<file path="config.mk">
export PLATFORM = sky130hd
export DESIGN_NAME = bfly_stage_sched_flat
export DESIGN_NICKNAME = d
export VERILOG_FILES = /design/src/rtl/bfly_stage_sched_if.sv /design/src/rtl/bfly_stage_sched.sv /design/src/flat_wrapper.sv
export SDC_FILE = /design/constraint.sdc
export NUM_CORES = 1
export LEC_CHECK = 0
export ABC_AREA = 1
export CORE_MARGIN = 5
export CORE_UTILIZATION = 40
export CTS_CLUSTER_DIAMETER = 120
export CTS_CLUSTER_SIZE = 12
export DETAILED_ROUTE_END_ITERATION = 10
export HOLD_SLACK_MARGIN = 0.1
export PLACE_DENSITY = 0.65
export SLEW_MARGIN = 25
export SYNTH_ARGS = -nofsm -noshare
export SYNTH_HDL_FRONTEND = slang
export SYNTH_SLANG_ARGS = --single-unit
</file>
<file path="constraint.sdc">
create_clock -name clk -period 1.27 [get_ports clk]
set_clock_uncertainty 0.1 [all_clocks]
set_input_delay 0.127 -clock clk [delete_from_list [all_inputs] [get_ports clk]]
set_output_delay 0.127 -clock clk [all_outputs]
set_load 0.02 [all_outputs]
</file>
<file path="src/rtl/bfly_stage_sched_if.sv">
// Port bundle for bfly_stage_sched: frame alerts, error clear, butterfly controls, debug state.
// Optional BFLY_SCHED_STATS_EN adds the 16-bit frame_cnt field.
interface bfly_stage_sched_if #(
   parameter int TW_AW = 3
);
   // alert_in/alert_out are single-cycle pulses with no back-pressure: a pulse is
   // consumed on the edge that samples it, and there is no ready to wait for.
   logic             alert_in;
   logic             err_clr;
   logic             mux_sel;
   logic [TW_AW-1:0] tw_addr;
   logic             tw_valid;
   logic             busy;
   logic             alert_out;
   logic             frame_done;
   logic             overrun_err;
   logic [1:0]       dbg_state;
`ifdef BFLY_SCHED_STATS_EN
   logic [15:0]      frame_cnt;

   modport master (
      output alert_in, err_clr,
      input  mux_sel, tw_addr, tw_valid, busy, alert_out, frame_done, overrun_err,
             dbg_state, frame_cnt
   );
   modport slave (
      input  alert_in, err_clr,
      output mux_sel, tw_addr, tw_valid, busy, alert_out, frame_done, overrun_err,
             dbg_state, frame_cnt
   );
`else
   modport master (
      output alert_in, err_clr,
      input  mux_sel, tw_addr, tw_valid, busy, alert_out, frame_done, overrun_err,
             dbg_state
   );
   modport slave (
      input  alert_in, err_clr,
      output mux_sel, tw_addr, tw_valid, busy, alert_out, frame_done, overrun_err,
             dbg_state
   );
`endif
endinterface

</file>
<file path="src/rtl/bfly_stage_sched.sv">
// Radix-2 butterfly stage scheduler: ADD half then SUB half per frame alert.
// Optional BFLY_SCHED_STATS_EN adds a wrapping 16-bit completed-frame counter.
module bfly_stage_sched #(
   parameter int HALF_LEN  = 8,
   parameter int TW_AW     = $clog2(HALF_LEN),
   parameter int ALERT_LAT = 2
) (
   input  logic              clk,
   input  logic              rst,
   bfly_stage_sched_if.slave bus
);
   localparam int CNT_W = $clog2(2 * HALF_LEN);
   localparam logic [CNT_W-1:0] ADD_LAST = CNT_W'(HALF_LEN - 1);
   localparam logic [CNT_W-1:0] SUB_LAST = CNT_W'(2 * HALF_LEN - 1);

   typedef enum logic [1:0] {
      IDLE = 2'd0,
      ADD  = 2'd1,
      SUB  = 2'd2
   } state_t;

   state_t           state_q, state_d;
   logic [CNT_W-1:0] cnt_q, cnt_d;
   logic [ALERT_LAT-1:0] alert_sr;
   logic             mux_sel_q, tw_valid_q, busy_q, frame_done_q, overrun_q;
   logic [TW_AW-1:0] tw_addr_q;
   logic             last_sub, overrun, first_add;

   assign last_sub  = (state_q == SUB) && (cnt_q == SUB_LAST);
   assign overrun   = bus.alert_in && (state_q != IDLE) && !last_sub;
   assign first_add = (state_q == ADD) && (cnt_q == '0);

   always_comb begin
      state_d = state_q;
      cnt_d   = cnt_q;
      case (state_q)
         IDLE: begin
            if (bus.alert_in) begin
               state_d = ADD;
               cnt_d   = '0;
            end
         end
         ADD: begin
            cnt_d = cnt_q + CNT_W'(1);
            if (cnt_q == ADD_LAST) state_d = SUB;
         end
         SUB: begin
            cnt_d = cnt_q + CNT_W'(1);
            if (last_sub) begin
               // A fresh alert exactly on the closing cycle chains straight into ADD.
               state_d = bus.alert_in ? ADD : IDLE;
               cnt_d   = '0;
            end
         end
         default: begin
            state_d = IDLE;
            cnt_d   = '0;
         end
      endcase
   end

   // Outputs are decoded from next-state values so they move on the same edge as state.
   always_ff @(posedge clk or posedge rst) begin
      if (rst) begin
         state_q      <= IDLE;
         cnt_q        <= '0;
         alert_sr     <= '0;
         mux_sel_q    <= 1'b0;
         tw_valid_q   <= 1'b0;
         tw_addr_q    <= '0;
         busy_q       <= 1'b0;
         frame_done_q <= 1'b0;
         overrun_q    <= 1'b0;
      end else begin
         state_q      <= state_d;
         cnt_q        <= cnt_d;
         mux_sel_q    <= (state_d == SUB);
         tw_valid_q   <= (state_d == SUB);
         tw_addr_q    <= (state_d == SUB) ? cnt_d[TW_AW-1:0] : '0;
         busy_q       <= (state_d != IDLE);
         frame_done_q <= (state_d == SUB) && (cnt_d == SUB_LAST);
         overrun_q    <= overrun || (overrun_q && !bus.err_clr);
         alert_sr[0]  <= first_add;
         for (int i = 1; i < ALERT_LAT; i++) alert_sr[i] <= alert_sr[i-1];
      end
   end

   assign bus.mux_sel     = mux_sel_q;
   assign bus.tw_valid    = tw_valid_q;
   assign bus.tw_addr     = tw_addr_q;
   assign bus.busy        = busy_q;
   assign bus.frame_done  = frame_done_q;
   assign bus.overrun_err = overrun_q;
   assign bus.alert_out   = alert_sr[ALERT_LAT-1];
   assign bus.dbg_state   = state_q;

`ifdef BFLY_SCHED_STATS_EN
   logic [15:0] frame_cnt_q;

   always_ff @(posedge clk or posedge rst) begin
      if (rst) frame_cnt_q <= '0;
      else if (frame_done_q) frame_cnt_q <= frame_cnt_q + 16'd1;
   end

   assign bus.frame_cnt = frame_cnt_q;
`endif
endmodule
</file>
<file path="src/flat_wrapper.sv">
// flat-port wrapper written by rule: the top's interface ports become plain ports
module bfly_stage_sched_flat 
#(
   parameter int HALF_LEN  = 8,
   parameter int TW_AW     = $clog2(HALF_LEN),
   parameter int ALERT_LAT = 2
)
  (clk, rst, bus_alert_in, bus_err_clr, bus_mux_sel, bus_tw_addr, bus_tw_valid, bus_busy, bus_alert_out, bus_frame_done, bus_overrun_err, bus_dbg_state);
  bfly_stage_sched_if #(.TW_AW(TW_AW)) bus_i ();
  input  logic clk;
  input  logic rst;
  input wire logic [$bits(bus_i.alert_in)-1:0] bus_alert_in;
  input wire logic [$bits(bus_i.err_clr)-1:0] bus_err_clr;
  output wire logic [$bits(bus_i.mux_sel)-1:0] bus_mux_sel;
  output wire logic [$bits(bus_i.tw_addr)-1:0] bus_tw_addr;
  output wire logic [$bits(bus_i.tw_valid)-1:0] bus_tw_valid;
  output wire logic [$bits(bus_i.busy)-1:0] bus_busy;
  output wire logic [$bits(bus_i.alert_out)-1:0] bus_alert_out;
  output wire logic [$bits(bus_i.frame_done)-1:0] bus_frame_done;
  output wire logic [$bits(bus_i.overrun_err)-1:0] bus_overrun_err;
  output wire logic [$bits(bus_i.dbg_state)-1:0] bus_dbg_state;
  assign bus_i.alert_in = bus_alert_in;
  assign bus_i.err_clr = bus_err_clr;
  assign bus_mux_sel = bus_i.mux_sel;
  assign bus_tw_addr = bus_i.tw_addr;
  assign bus_tw_valid = bus_i.tw_valid;
  assign bus_busy = bus_i.busy;
  assign bus_alert_out = bus_i.alert_out;
  assign bus_frame_done = bus_i.frame_done;
  assign bus_overrun_err = bus_i.overrun_err;
  assign bus_dbg_state = bus_i.dbg_state;
  bfly_stage_sched #(.HALF_LEN(HALF_LEN), .TW_AW(TW_AW), .ALERT_LAT(ALERT_LAT)) u_core (.clk(clk), .rst(rst), .bus(bus_i));
endmodule
</file>
; Yosys cells after proc, flatten, opt, wreduce, memory -nomap -nowiden
; Cells that the tools add are included.
[totals]
register_bits = 15
inputBits = 4
output_inout_bits = 11
word_cells = 37
[classes]
addsub = 1
eq_ne = 6
mux = 9
reduce_logical = 13
[op_table]
columns = cell, n
row1 = 4-bit case mux with 3 select lines, 1
row2 = 4-bit == test (second input constant), 2
row3 = 4-bit two-way mux, 2
row4 = 1-bit logical AND, 6
row5 = 2-bit two-way mux, 3
row6 = 2-bit case mux with 3 select lines, 1
row7 = 4-bit by 1-bit adder with 4-bit output (second input constant), 1
row8 = 2-bit == test (second input constant), 2
row9 = 4-bit by 3-bit == test with 1-bit output (second input constant), 1
row10 = 4-bit zero test, 1
row11 = 2-bit nonzero test, 2
row12 = 3-bit two-way mux, 1
row13 = 2-bit by 1-bit == test with 1-bit output (second input constant), 1
row14 = 1-bit zero test, 2
row15 = 2-bit zero test, 1
row16 = 1-bit logical OR, 1
row17 = 1-bit two-way mux, 1

; Depth between registers and ports, before layout
[logic_depth]
ltp_word = 6
ltp_mapped = 9

; Least setup slack after synthesis
; Ideal clock, no wire load.
[synth_timing]
path_type = reg2reg
start = reg u_core.state_q[0] (netlist: u_core.bus.dbg_state[0])
end = reg u_core.frame_done_q (netlist: u_core.bus.frame_done)
setup_ps = 69
t_arrival_ps = 1188
path_slack_ps = -87
path_stages_with_launch = 9
cell_sequence = dfrtp_1 buf_4 inv_2 nor2_2 inv_2 nand2_2 and2_4 nand2_2 nor2_2
[synth_between]
elab_chain_len = 6
[synth_lines]
columns = element, line_no
row1 = "start, declared", bfly_stage_sched.sv:22  ; state_t state_q, state_d;
row2 = "start signal, assigned", bfly_stage_sched.sv:75  ; state_q <= state_d;
row3 = 2-bit == test, "bfly_stage_sched.sv:29, bfly_stage_sched.sv:36"
row4 = 1-bit logical AND, bfly_stage_sched.sv:29  ; assign last_sub = (state_q == SUB) && (cnt_q == SUB_LAST);
row5 = 2-bit two-way mux, bfly_stage_sched.sv:49  ; if (last_sub) begin
row6 = 2-bit case mux with 3 select lines (*), bfly_stage_sched.sv:36  ; case (state_q)
row7 = named net u_core.state_d[1], bfly_stage_sched.sv:22
row8 = 2-bit == test (*), bfly_stage_sched.sv:81  ; frame_done_q <= (state_d == SUB) && (cnt_d == SUB_LAST);
row9 = 1-bit logical AND (*), bfly_stage_sched.sv:81
row10 = "end signal, assigned", bfly_stage_sched.sv:81
row11 = "end, declared", bfly_stage_sched.sv:25  ; logic mux_sel_q, tw_valid_q, busy_q, frame_done_q, overrun_q;
; The timed path passes the listed nets; every way through them passes the cells marked *.

; Worst setup path after layout
[layout_timing]
start = reg u_core.cnt_q[1]
end = reg u_core.tw_addr_q[0] (netlist: u_core.bus.tw_addr[0])
[layout_between]
elab_chain_len = 6
[layout_lines]
columns = element, line_no
row1 = "start, declared", bfly_stage_sched.sv:23  ; logic [CNT_W-1:0] cnt_q, cnt_d;
row2 = "start signal, assigned", bfly_stage_sched.sv:76  ; cnt_q <= cnt_d;
row3 = 4-bit == test, bfly_stage_sched.sv:29
row4 = 1-bit logical AND, bfly_stage_sched.sv:29
row5 = 2-bit two-way mux, bfly_stage_sched.sv:49
row6 = 2-bit case mux with 3 select lines (*), bfly_stage_sched.sv:36
row7 = named net u_core.state_d[1], bfly_stage_sched.sv:22
row8 = 2-bit == test (*), bfly_stage_sched.sv:79  ; tw_addr_q <= (state_d == SUB) ? cnt_d[TW_AW-1:0] : '0;
row9 = 3-bit two-way mux (*), bfly_stage_sched.sv:79
row10 = "end signal, assigned", bfly_stage_sched.sv:79
row11 = "end, declared", bfly_stage_sched.sv:26  ; logic [TW_AW-1:0] tw_addr_q;
; Marked as above.

==> metrics.md <==
| Metric | Value |
|---|---|
| DR iter-0 viols | 9 |
| Min Tclk post-route | 1385 ps |
| Place WS | -106.5 ps |
| Final number of setup-violating endpoints | 7 |
| Final wirelength | 1599 µm |
| Largest family of logic cells by synthesized area | simple AND/OR/NAND/NOR gates |
| Post-DP HPWL | 1130 µm |
| Sequential share of power | 0.354 |
| Most common library cells after synthesis | 15 x dfrtp_1, 12 x nand2_1, 10 x inv_1, 7 x nand3_1, 4 x nand2_2 |
| Final Cycle Share | 1.090 |
| Top post-synthesis cells by area | dfrtp_1 53%, nand2_1 6.4%, inv_1 5.3%, nand3_1 5.0%, ha_1 3.6% |
| Combinational Power Share | 0.527 |
| Mux contribution to synthesized area | 0 |
| Initial antenna violation count | 0 |
| WS Path Type | reg2reg |
| Die height | 51.89 µm |
| Initial Util | 0.4156 |
| Post-synth top area cell | dfrtp_1 |
| Final Power | 2.307 mW |
| TritonCTS buffer count | 3 |
| Design area | 1026 µm² |
| Count leader, synth | dfrtp_1 |
| Num rows | 15 |
| Worst setup SP type | flip-flop |
| Drt drc | 0 |
| Maximum vdd ir drop | 975.9 µV |
| Psw | 1.005 mW |
| Vias in the first global route | 588 |
| Area delta synth->final | 46.17% |
| FMAX | 722.1 MHz |
| WL/cell | 13.33 µm |
| Hold Crit Class | reg2reg |
| H-tree depth | 1 |
| Core Area | 1689 µm² |
| Sw Share | 0.4356 |
| Detailed-route via count | 593 |
| Clock-pin slew on the worst setup and hold paths | 100 ps |
| Synth Flop Type | dfrtp_1 |
| FF+latch count, synth | 15 |
| Synth warnings | 0 |
| Cell variety after synth | 23 |
| Synth top area share | 0.5348 |
| CP Max Fanout | 4 |
| Failing checks | setup timing |
| Worst hold slack | 270.2 ps |
| Vias per cell | 4.942 |
| Seq/Total Area, Yosys | 0.5348 |
| Worst Max-Slew Pin Slew | 274.3 ps |
| Share of post-route cells with drive strength above 1 | 0.4369 |
| Post-synthesis adder-cell area fraction | 0.03565 |
| Status | finished with violations |
| Syn_area_per_cell | 9.359 µm² |
| Critical Path Sink Type | flip-flop |
| Slew Viols, Final | 0 |
| CTS tree | done |
| Setup ws final | -114.9 ps |
| Relative slew margins | 0.8171 |
| Simple-Gate Fraction of Synth Area | 0.2692 |
| Internal power | 1.302 mW |
| Antenna diodes | 0 |
| # clock sinks | 15 |
| RePlAce Congestion | 0.8244 |
| CTS Buffer Depth | 2 |
| Grt ovf | 0 |
| # port buffers | 14 |
| Worst EP arrival | 1470 ps |
| Dpl cell area | 912.1 µm² |
| Critical Path RT | 1350 ps |
| Die width | 51.89 µm |
| Synth Area in Compound Gates | 0.06952 |
| Post-synth EDFFs | 0 |
| Die footprint | 2693 µm² |
| Skew-Pair Late Insertion Delay | 280 ps |
| Pin count of the biggest net entering global routing | 16 |
| Synth async-reset ratio | 1.000 |
| Fin. Hold Viols | 0 |
| IO Pins | 15 |
| Power per cell area | 2248 nW/µm² |
| Root Driver | clkbuf_4 |
| First-pass GRT wire length | 2684 µm |
| Clock power frac | 0.119 |
| XOR/XNOR share of the synthesized area | 0 |
| GRT Resource Usage Total | 0.1411 |
| Router iterations before antenna repair | 4 |
| Mapped Nets | 81 |
| Mapped Area | 701.9 µm² |
| Max cap viols | 0 |
| RSZ-0062 raised after global routing | true |
| Syn Inst Count | 75 |
| Final net count | 110 |
| Detail Route Antenna Nets | 0 |
| Leakage Power | 0.5451 nW |
-- kinds of logic after synthesis --
family                     after synthesis
adders and majority gates                2
and+or+nand+nor                         36
buffers and inverters                   15
AOI/OAI and AO/OA                        7
DFF                                     15
-- final cells by class --
cell class	instances	area, µm²
Fill cell	156	663.1
Sequential cell	15	380.4
Multi-Input combinational cell	45	336.6
Timing Repair Buffer	26	211.5
Inverter	13	48.80
Clock buffer	3	22.52
Tap cell	17	21.27
Clock inverter	1	5.005
-- worst max-delay path, cell delays in order, from the launching register on --
cell and delay (ps):
dfrtp_1 440, ha_4 200, nand3_4 110, nand2_2 100
nand2_2 60, and2_4 180, nand2_4 70, inv_1 40
-- per-layer routing --
| layer | up-vias | track usage | share of wire | wire length [µm] |
|---|---|---|---|---|
| met3 | 5 | 0.05158 | 0.068 | 108 |
| li1 | 297 | - | - | - |
| met1 | 276 | 0.1609 | 0.43 | 694 |
| met2 | 15 | 0.2322 | 0.48 | 766 |
| met5 | - | 0 | 0 | 0 |
| met4 | 0 | 0.06550 | 0.018 | 29 |
-- sequential cells by signal, indices dropped and copies added (netlist names) --
name                    cells
u_core.bus.busy             1
u_core.bus.overrun_err      1
u_core.alert_sr             2
u_core.bus.tw_addr          3
u_core.bus.frame_done       1
u_core.bus.dbg_state        2
u_core.bus.mux_sel          1
u_core.cnt_q                4
-- path summary, 6_finish.rpt --
check / from / to / slack, ps / depth (start not counted)
max in group asynchronous: rst / u_core.cnt_q[0]$_DFF_PP0_ / 280 / 4
min reg2reg: u_core.alert_sr[0]$_DFF_PP0_ / u_core.alert_sr[1]$_DFF_PP0_ / 270 / 0
max: u_core.cnt_q[1]$_DFF_PP0_ / u_core.bus.tw_addr[0]$_DFF_PP0_ / -110 / 7
min: u_core.alert_sr[0]$_DFF_PP0_ / u_core.alert_sr[1]$_DFF_PP0_ / 270 / 0
min in group asynchronous: rst / u_core.alert_sr[1]$_DFF_PP0_ / 590 / 4
max reg2reg: u_core.cnt_q[1]$_DFF_PP0_ / u_core.bus.tw_addr[0]$_DFF_PP0_ / -110 / 7
-- repair_timing --
item	CTS	global route
gates cloned	0	0
hold buffers	1	0
setup buffers	4	0
hold endpoints to repair	15	0
pin swaps	8	4
endpoints found under the setup margin	18	12
resized for setup	23	10
-- cells in the final DEF (no fill, tap or decap), types with 2 or more instances in the layout --
cell type	count
nand2_1	11
buf_4	11
dfrtp_1	11
inv_1	9
dlygate4sd2_1	9
inv_2	4
nand3_1	4
dfrtp_2	4
nor2_2	3
nand3_2	3
nand2_2	3
clkbuf_4	3
clkdlybuf4s50_1	3
nand2_4	2
nor2_1	2
nor3_1	2
ha_4	2
-- power groups by stage --
stage / Combinational [mW] / Clock, mW / Sequential, mW
floorplan: 0.563 / 0 / 0.884
global placement: 1.09 / 0 / 0.784
detailed placement: 1.10 / 0 / 0.797
CTS: 1.16 / 0.288 / 0.801
global route: 1.33 / 0.309 / 0.845
finish: 1.22 / 0.274 / 0.817
-- through the flow --
| stage | util | std cells | TNS [ps] |
|---|---|---|---|
| 2_1_floorplan | - | 75 | -113.7 |
| 3_3_place_gp | 0.5400 | 112 | -432.8 |
| 3_5_place_dp | 0.5400 | 112 | -565.2 |
| 4_1_cts | 0.5926 | 120 | -417.3 |
| 5_1_grt | 0.6074 | 120 | -962.5 |
| 6_report | 0.6074 | 120 | -479.4 |
(Power assumes the default switching activity.)
